File: src/rtl/secure_mode_pkg.sv
// Shared types for the secure mode FSM: state and command encodings plus
// the parity helper that protects the state register.
package secure_mode_pkg;

  typedef enum logic [1:0] {
    ST_IDLE   = 2'b00,
    ST_ACTIVE = 2'b01,
    ST_LOCKED = 2'b10,
    ST_RSVD   = 2'b11
  } state_t;

  typedef enum logic [1:0] {
    OP_NOP    = 2'b00,
    OP_ENTER  = 2'b01,
    OP_EXIT   = 2'b10,
    OP_UNLOCK = 2'b11
  } op_t;

  // Even parity: state bits plus this bit always hold an even number of ones.
  function automatic logic state_par(state_t s);
    return ^s;
  endfunction

endpackage

File: src/rtl/smf_watchdog.sv
// Inactivity counter for the ACTIVE state; expire_o fires on the cycle that
// would take the count to TIMEOUT, and the count then restarts from zero.
module smf_watchdog #(
  parameter int TIMEOUT = 16
) (
  input  logic clk,
  input  logic rst_n,
  input  logic enable,
  input  logic clear,
  output logic expire_o
);

  localparam int CNT_W = $clog2(TIMEOUT);

  logic [CNT_W-1:0] cnt_q, cnt_d;

  // An accepted command in the expiry cycle wins, so clear masks the expire.
  assign expire_o = enable && !clear && (cnt_q == CNT_W'(TIMEOUT - 1));

  always_comb begin
    cnt_d = cnt_q + CNT_W'(1);
    if (!enable || clear || expire_o) begin
      cnt_d = '0;
    end
  end

  always_ff @(posedge clk or negedge rst_n) begin
    if (!rst_n) begin
      cnt_q <= '0;
    end else begin
      cnt_q <= cnt_d;
    end
  end

endmodule

File: src/rtl/secure_mode_fsm.sv
// Command-driven mode FSM with illegal-command lockout, keyed unlock,
// inactivity watchdog and a parity-protected state register.
module secure_mode_fsm
  import secure_mode_pkg::*;
#(
  parameter int              N_MODES    = 4,
  parameter int              MODE_W     = 4,
  parameter int              MAX_ERR    = 3,
  parameter int              TIMEOUT    = 16,
  parameter int              COOLDOWN   = 2,
  parameter logic [MODE_W-1:0] UNLOCK_KEY = 'h5
) (
  input  logic              clk,
  input  logic              rst_n,
  input  logic              cmd_valid,
  output logic              cmd_ready,
  input  logic [1:0]        cmd_op,
  input  logic [MODE_W-1:0] cmd_arg,
  output logic [1:0]        state_o,
  output logic [MODE_W-1:0] mode_o,
  output logic [7:0]        err_cnt_o,
  output logic              err_o,
  output logic              timeout_o,
  output logic              fault_o
);

  localparam int COOL_W = $clog2(COOLDOWN + 1);

  state_t              state_q, state_d;
  logic                par_q, par_d;
  logic [MODE_W-1:0]   mode_q, mode_d;
  logic [7:0]          err_cnt_q, err_cnt_d;
  logic                err_q, err_d;
  logic                timeout_q, timeout_d;
  logic                fault_q, fault_d;
  logic [COOL_W-1:0]   cool_q, cool_d;

  logic   accept;
  logic   corrupt;
  logic   arg_ok;
  logic   illegal;
  logic   wd_expire;
  logic [7:0] err_inc;
  op_t    op;

  assign op        = op_t'(cmd_op);
  assign cmd_ready = (cool_q == '0);
  assign accept    = cmd_valid && cmd_ready;
  assign corrupt   = (par_q != state_par(state_q)) || (state_q == ST_RSVD);
  assign arg_ok    = (32'(cmd_arg) < N_MODES);
  assign err_inc   = (err_cnt_q == 8'hFF) ? 8'hFF : err_cnt_q + 8'd1;

  smf_watchdog #(
    .TIMEOUT (TIMEOUT)
  ) u_watchdog (
    .clk      (clk),
    .rst_n    (rst_n),
    .enable   ((state_q == ST_ACTIVE) && !corrupt),
    .clear    (accept),
    .expire_o (wd_expire)
  );

  always_comb begin
    state_d   = state_q;
    mode_d    = mode_q;
    err_cnt_d = err_cnt_q;
    err_d     = 1'b0;
    timeout_d = 1'b0;
    fault_d   = 1'b0;
    illegal   = 1'b0;
    cool_d    = (cool_q != '0) ? cool_q - COOL_W'(1) : '0;

    // A corrupted state register overrides and discards any accepted command.
    if (corrupt) begin
      state_d = ST_LOCKED;
      mode_d  = '0;
      fault_d = 1'b1;
    end else begin
      case (state_q)
        ST_IDLE: begin
          if (accept) begin
            case (op)
              OP_ENTER: begin
                if (arg_ok) begin
                  state_d = ST_ACTIVE;
                  mode_d  = cmd_arg;
                end else begin
                  illegal = 1'b1;
                end
              end
              OP_UNLOCK:      illegal = 1'b1;
              OP_NOP, OP_EXIT: ;
            endcase
          end
        end
        ST_ACTIVE: begin
          if (accept) begin
            case (op)
              OP_ENTER: begin
                if (arg_ok) mode_d  = cmd_arg;
                else        illegal = 1'b1;
              end
              OP_EXIT: begin
                state_d = ST_IDLE;
                mode_d  = '0;
              end
              OP_UNLOCK: illegal = 1'b1;
              OP_NOP:    ;
            endcase
          end else if (wd_expire) begin
            state_d   = ST_IDLE;
            mode_d    = '0;
            timeout_d = 1'b1;
          end
        end
        ST_LOCKED: begin
          if (accept && op != OP_NOP) begin
            if (op == OP_UNLOCK && cmd_arg == UNLOCK_KEY) begin
              state_d   = ST_IDLE;
              err_cnt_d = '0;
            end else begin
              illegal = 1'b1;
            end
          end
        end
        default: begin
          state_d = ST_LOCKED;
          mode_d  = '0;
        end
      endcase

      if (illegal) begin
        err_d     = 1'b1;
        err_cnt_d = err_inc;
        cool_d    = COOL_W'(COOLDOWN);
        if (32'(err_inc) >= MAX_ERR) begin
          state_d = ST_LOCKED;
          mode_d  = '0;
        end
      end
    end
  end

  assign par_d = state_par(state_d);

  always_ff @(posedge clk or negedge rst_n) begin
    if (!rst_n) begin
      state_q   <= ST_IDLE;
      par_q     <= 1'b0;
      mode_q    <= '0;
      err_cnt_q <= '0;
      err_q     <= 1'b0;
      timeout_q <= 1'b0;
      fault_q   <= 1'b0;
      cool_q    <= '0;
    end else begin
      state_q   <= state_d;
      par_q     <= par_d;
      mode_q    <= mode_d;
      err_cnt_q <= err_cnt_d;
      err_q     <= err_d;
      timeout_q <= timeout_d;
      fault_q   <= fault_d;
      cool_q    <= cool_d;
    end
  end

  assign state_o   = state_q;
  assign mode_o    = mode_q;
  assign err_cnt_o = err_cnt_q;
  assign err_o     = err_q;
  assign timeout_o = timeout_q;
  assign fault_o   = fault_q;

endmodule

File: config.mk
export PLATFORM = sky130hd
export DESIGN_NAME = secure_mode_fsm
export DESIGN_NICKNAME = d
export VERILOG_FILES = /design/src/rtl/secure_mode_pkg.sv /design/src/rtl/smf_watchdog.sv /design/src/rtl/secure_mode_fsm.sv
export SDC_FILE = /design/constraint.sdc
export NUM_CORES = 1
export LEC_CHECK = 0
export ABC_AREA = 1
export ABC_CLOCK_PERIOD_IN_PS = 1600
export BUFFER_PORTS_ARGS = -buffer_cell sky130_fd_sc_hd__buf_2
export CAP_MARGIN = 20
export CORE_MARGIN = 2
export CORE_UTILIZATION = 35
export CTS_CLUSTER_SIZE = 10
export DETAILED_ROUTE_END_ITERATION = 8
export PLACE_DENSITY = 0.52
export SYNTH_ARGS = -nofsm -noshare
export SYNTH_HDL_FRONTEND = slang
export SYNTH_SLANG_ARGS = --single-unit
File: constraint.sdc
create_clock -name clk -period 1.6 [get_ports clk]
set_input_delay 0.32 -clock clk [delete_from_list [all_inputs] [get_ports clk]]
set_output_delay 0.32 -clock clk [all_outputs]
set_load 0.005 [all_outputs]
==> results.md, run 1 <==
* Status: finished, violations left
* Failing checks: negative setup slack
* Simple-gate share of the synthesized area at between 30% and 40%
* RSZ-0062 raised after global routing: true
* Inserted Diodes at 0
* Clock root cell: clkbuf_8
* Num CTS Buffers at 3
* CTS tree: yes
* Share of the synthesized area in the top cell type at a little under two fifths
* Mean routed wirelength per cell at 11.66 µm
* Largest net degree at the start of global routing at 25
* Starting DRT DRC Count at 60
* Switching fraction of total power at between 40 and 50%
* Worst skew pair latency at 0.27 ns
* Pwr/cell area at 1351 nW/µm²
* Count of nets after finishing at 299
* Post-synth top area cell: dfrtp_1
* Worst Skew at ~0.0063 ns
* Reg power frac at 28.3%
* Cell area after layout at 2273 µm²
* P&R area growth vs syn at 44.21%
* Most frequent cells in the layout: 45 x nand2_1, 40 x buf_4, 26 x buf_2
* Slowest cell on crit path: dfrtp_2
* P_leak at 1.176 nW
* Die height at around 70 µm
* Post-Synth Adder-Cell Area at 7.937%
* Critical-path cell list: inv_2 -> ha_4 -> inv_2 -> nor2_1 -> nor2_4 -> nand3_4 -> nand3_2 -> nand3_2 -> nand2_2 -> inv_1 -> a21oi_2 -> nand2_1
* Most common cell after layout, fill and taps aside: nand2_1
* Final core utilization at between 50 and 60%
* Share of power burned in the clock network at about an eighth
* Final Wtd Congestion at 0.8169
* WP data required at approximately 1.8 ns
* Slew @ Worst Pin at 0.5409 ns
* Startpoint Class: register
* Syn avg cell area at 7.579 µm²
* Synth Area in Compound Gates at 9.524%
* Ys Warns at 0
* Final Routed Wirelength at 3.858 mm
* Die width at 71.12 µm
* Main combinational cell family by area after synthesis: simple AND/OR/NAND/NOR gates
* Library cells used by synthesis at 24
* # clock sinks at 24
* Initial core utilization at 36.21%
* CTS H-tree depth at 1
* Final setup viols at 13
* Layout cells sized above 1 at 44.44%
* Core area at 4354 µm²
* Net Switching at 1.315 mW
* Buffers added on ports at 26
* Gr usage total at about 17%
* Min-delay worst type: in -> async
* Setup ws final at -0.1442 ns
* Worst EP arrival at between 1.5 and 2 ns
* Drt via density at ~4.7
* Top post-synthesis cells by area: dfrtp_1 38%, nand2_1 12%, ha_1 7.9%
* Fmax at 0.5733 GHz
* Net Count, Synth at 227
* Cell area after synthesis at 1577 µm²
* Max-Slew Margin vs Limit at 63.94%
* Post-synthesis register bit count at 24
* Via count at 1563
* Post-synthesis mux area share at 0.7143%
* CP max FO at 4
* Final Slew Violations at 0
* Slowest stage delay, CP at 0.43 ns
* Detail Route Antenna Nets at 0
* Clock tree buffer depth at 2
* Combinational power share at 59.6%
* Row count at 24
* Sequential share of the synthesized area at a little under two fifths
* Power Internal at between 1.5 and 2 mW
* DP HPWL at 2.982 mm
* Final min period at 1.744 ns
* Grt ovf at 0
* Max-capacitance violation count at 0
* Fillers at 451
* Die footprint at 5057 µm²
* Vias in the first global route at 1651
* CP Capture Type: register
* Worst-path clk slew at 0.08 ns
* Final worst-path cycle share at 109.0%
* Synth Area in XOR/XNOR at approximately 1.1%
* Post-DP Area at just over 2000 µm²
* Peak VDD IR at 0.7711 mV
* Drt pass-1 iters at 4
* Final Hold Fails at 0
* DRC violations left at 0
* Io pins at 27
* Antenna violations before repair at 0
* Crit path kind: reg -> reg
* Global-route wire length before repair at 6.989 mm
* Gate Count Post-Synth at 208
## cell type report
class | count | area, µm² | share of cell area, %
Clock buffer | 4 | 45.04 | 1.981
Sequential cell | 24 | 603.1 | 26.53
Timing Repair Buffer | 67 | 441.7 | 19.43
Inverter | 31 | 120.1 | 5.283
Tap cell | 52 | 65.06 | 2.862
Multi-Input combinational cell | 153 | 998.5 | 43.92
## repair_timing
item	in CTS	in global routing
pin swaps	8	7
setup endpoints to repair	16	23
buffers inserted	4	3
hold endpoints to repair	0	0
gates resized for setup	19	13
gates cloned	0	0
hold buffers	0	0
## sequential cells by signal, summed over array words and instances (netlist names)
name              flops
cool_q                2
err_cnt_o             8
err_o                 1
fault_o               1
mode_o                4
par_q                 1
state_o               2
timeout_o             1
u_watchdog.cnt_q      4
## synth_stat cells, drive strengths merged
cell / count
a21oi: 9
xnor2: 1
o22ai: 1
inv: 30
nand2: 56
nor2: 27
o21ai: 14
ha: 10
xor2: 1
dfrtp: 24
clkinv: 1
nand3: 29
mux2: 1
nand4: 4
## power groups by stage
| stage | sequential, mW | combinational [mW] | clock [mW] |
|---|---|---|---|
| 2_1_floorplan | 0.911 | 0.877 | 0 |
| 3_3_place_gp | 0.883 | 1.61 | 0 |
| 3_5_place_dp | 0.885 | 1.61 | 0 |
| 4_1_cts | 0.875 | 1.76 | 0.386 |
| 5_1_grt | 0.889 | 2.04 | 0.409 |
| 6_report | 0.871 | 1.83 | 0.369 |
## final timing paths
path / to / slack, ns / cells after the start / startpoint
max in group asynchronous: state_o[0] / 1.19 / 1 / rst_n
worst min register to register: u_watchdog.cnt_q[0] / 0.46 / 1 / u_watchdog.cnt_q[0]
worst max register to register: par_q / -0.14 / 12 / state_o[1]
worst min-delay path: par_q / 0.02 / 1 / rst_n
min in group clk: u_watchdog.cnt_q[2] / 0.38 / 4 / cmd_valid
worst max-delay path: par_q / -0.14 / 12 / state_o[1]
## cell families after synthesis
logic type / Yosys count
buffers and inverters: 31
adders and majority gates: 10
AOI/OAI and AO/OA: 24
DFF: 24
and+or+nand+nor: 116
muxes: 1
xor gates and xnor gates: 2
## worst max-delay path, delay by kind of cell, from the launching register on
| family | cells | cell delay [ns] |
|---|---|---|
| buf+inv | 3 | 0.21 |
| flops | 1 | 0.43 |
| simple gates | 7 | 0.66 |
| compound gates | 1 | 0.12 |
| fa+ha+maj | 1 | 0.20 |
## through the flow
stage	std cells	power [mW]	setup WS, ns	TNS [ns]	hold slack [ns]
finish	331	3.072	-0.1442	-0.8450	0.02195
global route	331	3.341	-0.2418	-2.984	0.06063
CTS	328	3.018	-0.1326	-1.047	0.03650
detailed placement	320	2.495	-0.1960	-1.477	0.3389
global placement	320	2.493	-0.1659	-1.234	0.3385
floorplan	208	1.788	-0.1262	-0.3656	0.02441
## metal layers
metal  GRT usage (%)  share of wire (%)
met4           5.031                1.3
met1           21.60                 46
met2           30.63                 50
met5               0                  0
met3           2.137                2.2
No activity file was read; power rests on OpenSTA's default activity.
==> run 2, diff against run 1 <==
--- a/config.mk
+++ b/config.mk
@@ -7,13 +7,13 @@
 export LEC_CHECK = 0
 export ABC_AREA = 1
 export ABC_CLOCK_PERIOD_IN_PS = 1600
-export BUFFER_PORTS_ARGS = -buffer_cell sky130_fd_sc_hd__buf_2
 export CAP_MARGIN = 20
 export CORE_MARGIN = 2
 export CORE_UTILIZATION = 35
 export CTS_CLUSTER_SIZE = 10
 export DETAILED_ROUTE_END_ITERATION = 8
-export PLACE_DENSITY = 0.52
+export DONT_BUFFER_PORTS = 1
+export PLACE_DENSITY = 0.47
 export SYNTH_ARGS = -nofsm -noshare
 export SYNTH_HDL_FRONTEND = slang
 export SYNTH_SLANG_ARGS = --single-unit
==> results.md, run 2 (synthesis results as in run 1) <==
* Final worst-path cycle share at 106.8%
* Power Internal at 1.880 mW
* Count of nets after finishing at between 200 and 300
* Final min period at roughly 1.7 ns
* Buffers added on ports at 0
* Most common cell after layout, fill and taps aside: nand2_1
* Worst-path clk slew at around 0.09 ns
* Largest net degree at the start of global routing at 25
* Final Wtd Congestion at 0.8632
* Max FFs per register at 8
* Failing checks: negative setup slack
* Max-Slew Margin vs Limit at 76.98%
* Inserted Diodes at 0
* Pwr/cell area at 1471 nW/µm²
* Fmax at approximately 0.59 GHz
* Status: finished, violations left
* Layout cells sized above 1 at between 40% and 50%
* Via count at between 1000 and 1500
* Initial core utilization at between 30% and 40%
* Slew @ Worst Pin at 0.3417 ns
* Final core utilization at 50.95%
* Global-route wire length before repair at roughly 6.7 mm
* Num CTS Buffers at 3
* Reg power frac at 28.5%
* Starting DRT DRC Count at 53
* CTS H-tree depth at 1
* Startpoint Class: register
* Core area at between 4000 and 5000 µm²
* Antenna violations before repair at 0
* Setup ws final at -0.1082 ns
* Final Slew Violations at 0
* Net Switching at approximately 1.4 mW
* Min-delay worst type: in -> reg
* CTS tree: yes
* Most frequent cells in the layout: 44 x nand2_1, 32 x buf_4, 21 x inv_1
* RSZ-0062 raised after global routing: true
* Gr usage total at 16.55%
* CP max FO at 5
* Max-capacitance violation count at 0
* Die width at 71.12 µm
* WHS at around 0.33 ns
* Final setup viols at 14
* Final Hold Fails at 0
* Clock tree buffer depth at 2
* Grt ovf at 0
* Row count at 24
* DP Worst Slack at -0.2491 ns
* Crit path kind: reg -> reg
* Io pins at 27
* DRC violations left at 0
* # clock sinks at 24
* Final Routed Wirelength at 4.166 mm
* Die footprint at 5057 µm²
* DP HPWL at approximately 3 mm
* Vias in the first global route at 1496
* Drt pass-1 iters at 4
* Combinational power share at 54.9%
* Switching fraction of total power at between 40% and 50%
* Share of power burned in the clock network at 16.6%
* WP data required at between 1.5 and 2 ns
* P&R area growth vs syn at 40.71%
* CP Capture Type: register
* Clock root cell: clkbuf_8
* Worst skew pair latency at 0.27 ns
* Mean routed wirelength per cell at 13.84 µm
* Die height at around 71 µm
* Worst Skew at ~0.0036 ns
* P_leak at roughly 1.1 nW
* Worst EP arrival at 1.92 ns
* Peak VDD IR at 0.5090 mV
* Detail Route Antenna Nets at 0
* Drt via density at between 4 and 5
run 2: cell count changes in the layout (fill, tap and decap cells not counted), moves of 3 or more:
cell,previous run,this run
buf_2,26,0
buf_4,40,32
dfrtp_1,22,19
dfrtp_2,2,5
run 2: final cells by class:
class | count | area [µm²]
Timing Repair Buffer | 37 | 304.0
Sequential cell | 24 | 606.8
Multi-Input combinational cell | 153 | 1051
Fill cell | 414 | 2136
Inverter | 31 | 120.1
Tap cell | 52 | 65.06
Clock inverter | 1 | 30.03
Clock buffer | 3 | 41.29
run 2: through the flow:
| stage | power, mW | setup TNS (ns) | instance area (µm²) | std cells |
|---|---|---|---|---|
| floorplan | 1.788 | -0.3656 | 1593 | 208 |
| global placement | 2.345 | -0.9184 | 1868 | 288 |
| detailed placement | 2.357 | -1.966 | 1868 | 288 |
| CTS | 3.115 | -0.7095 | 2096 | 299 |
| global route | 3.506 | -2.376 | 2218 | 301 |
| finish | 3.264 | -0.8210 | 2218 | 301 |
run 2: path summary, 6_finish.rpt:
check                           cells after the start  slack [ns]                start                   to
worst max register to register                     12       -0.11           state_o[1]                par_q
worst min register to register                      1        0.47  u_watchdog.cnt_q[0]  u_watchdog.cnt_q[0]
max in group asynchronous                           2        0.96                rst_n         err_cnt_o[3]
worst max-delay path                               12       -0.11           state_o[1]                par_q
worst min-delay path                                4        0.33           cmd_arg[1]            mode_o[1]
min in group asynchronous                           2        0.47                rst_n                err_o
run 2: worst max-delay path: stages, from the launching register on:
cell     delay [ns]
dfrtp_2        0.44
buf_6          0.13
ha_2           0.17
inv_2          0.06
nand2_2        0.06
nor2_4         0.14
nand3_4        0.13
nand3_4        0.11
nand3_2        0.07
nand2_2        0.08
buf_4          0.11
nand3_1        0.07
nand2_1        0.08
run 2: timing repair:
action	in CTS	in global routing
hold buffers	2	0
buffers inserted	5	2
endpoints found under the hold margin	24	0
gates resized for setup	23	27
pin swaps	10	12
setup endpoints to repair	16	21
run 2: power by group through the flow:
stage	clock network, mW	registers [mW]	logic, mW
after floorplan	0	0.911	0.877
after global placement	0	0.899	1.45
after detailed placement	0	0.903	1.45
after CTS	0.560	0.892	1.66
after global routing	0.575	0.959	1.97
final	0.542	0.932	1.79
run 2: routing by layer:
| metal | vias to the layer above | GRT usage, % | part of all wire (%) |
|---|---|---|---|
| met5 | - | 0 | 0 |
| met4 | 0 | 6.080 | 2.0 |
| met3 | 8 | 2.991 | 2.8 |
| met2 | 28 | 29.49 | 51 |
| met1 | 696 | 19.84 | 44 |
| li1 | 747 | - | - |
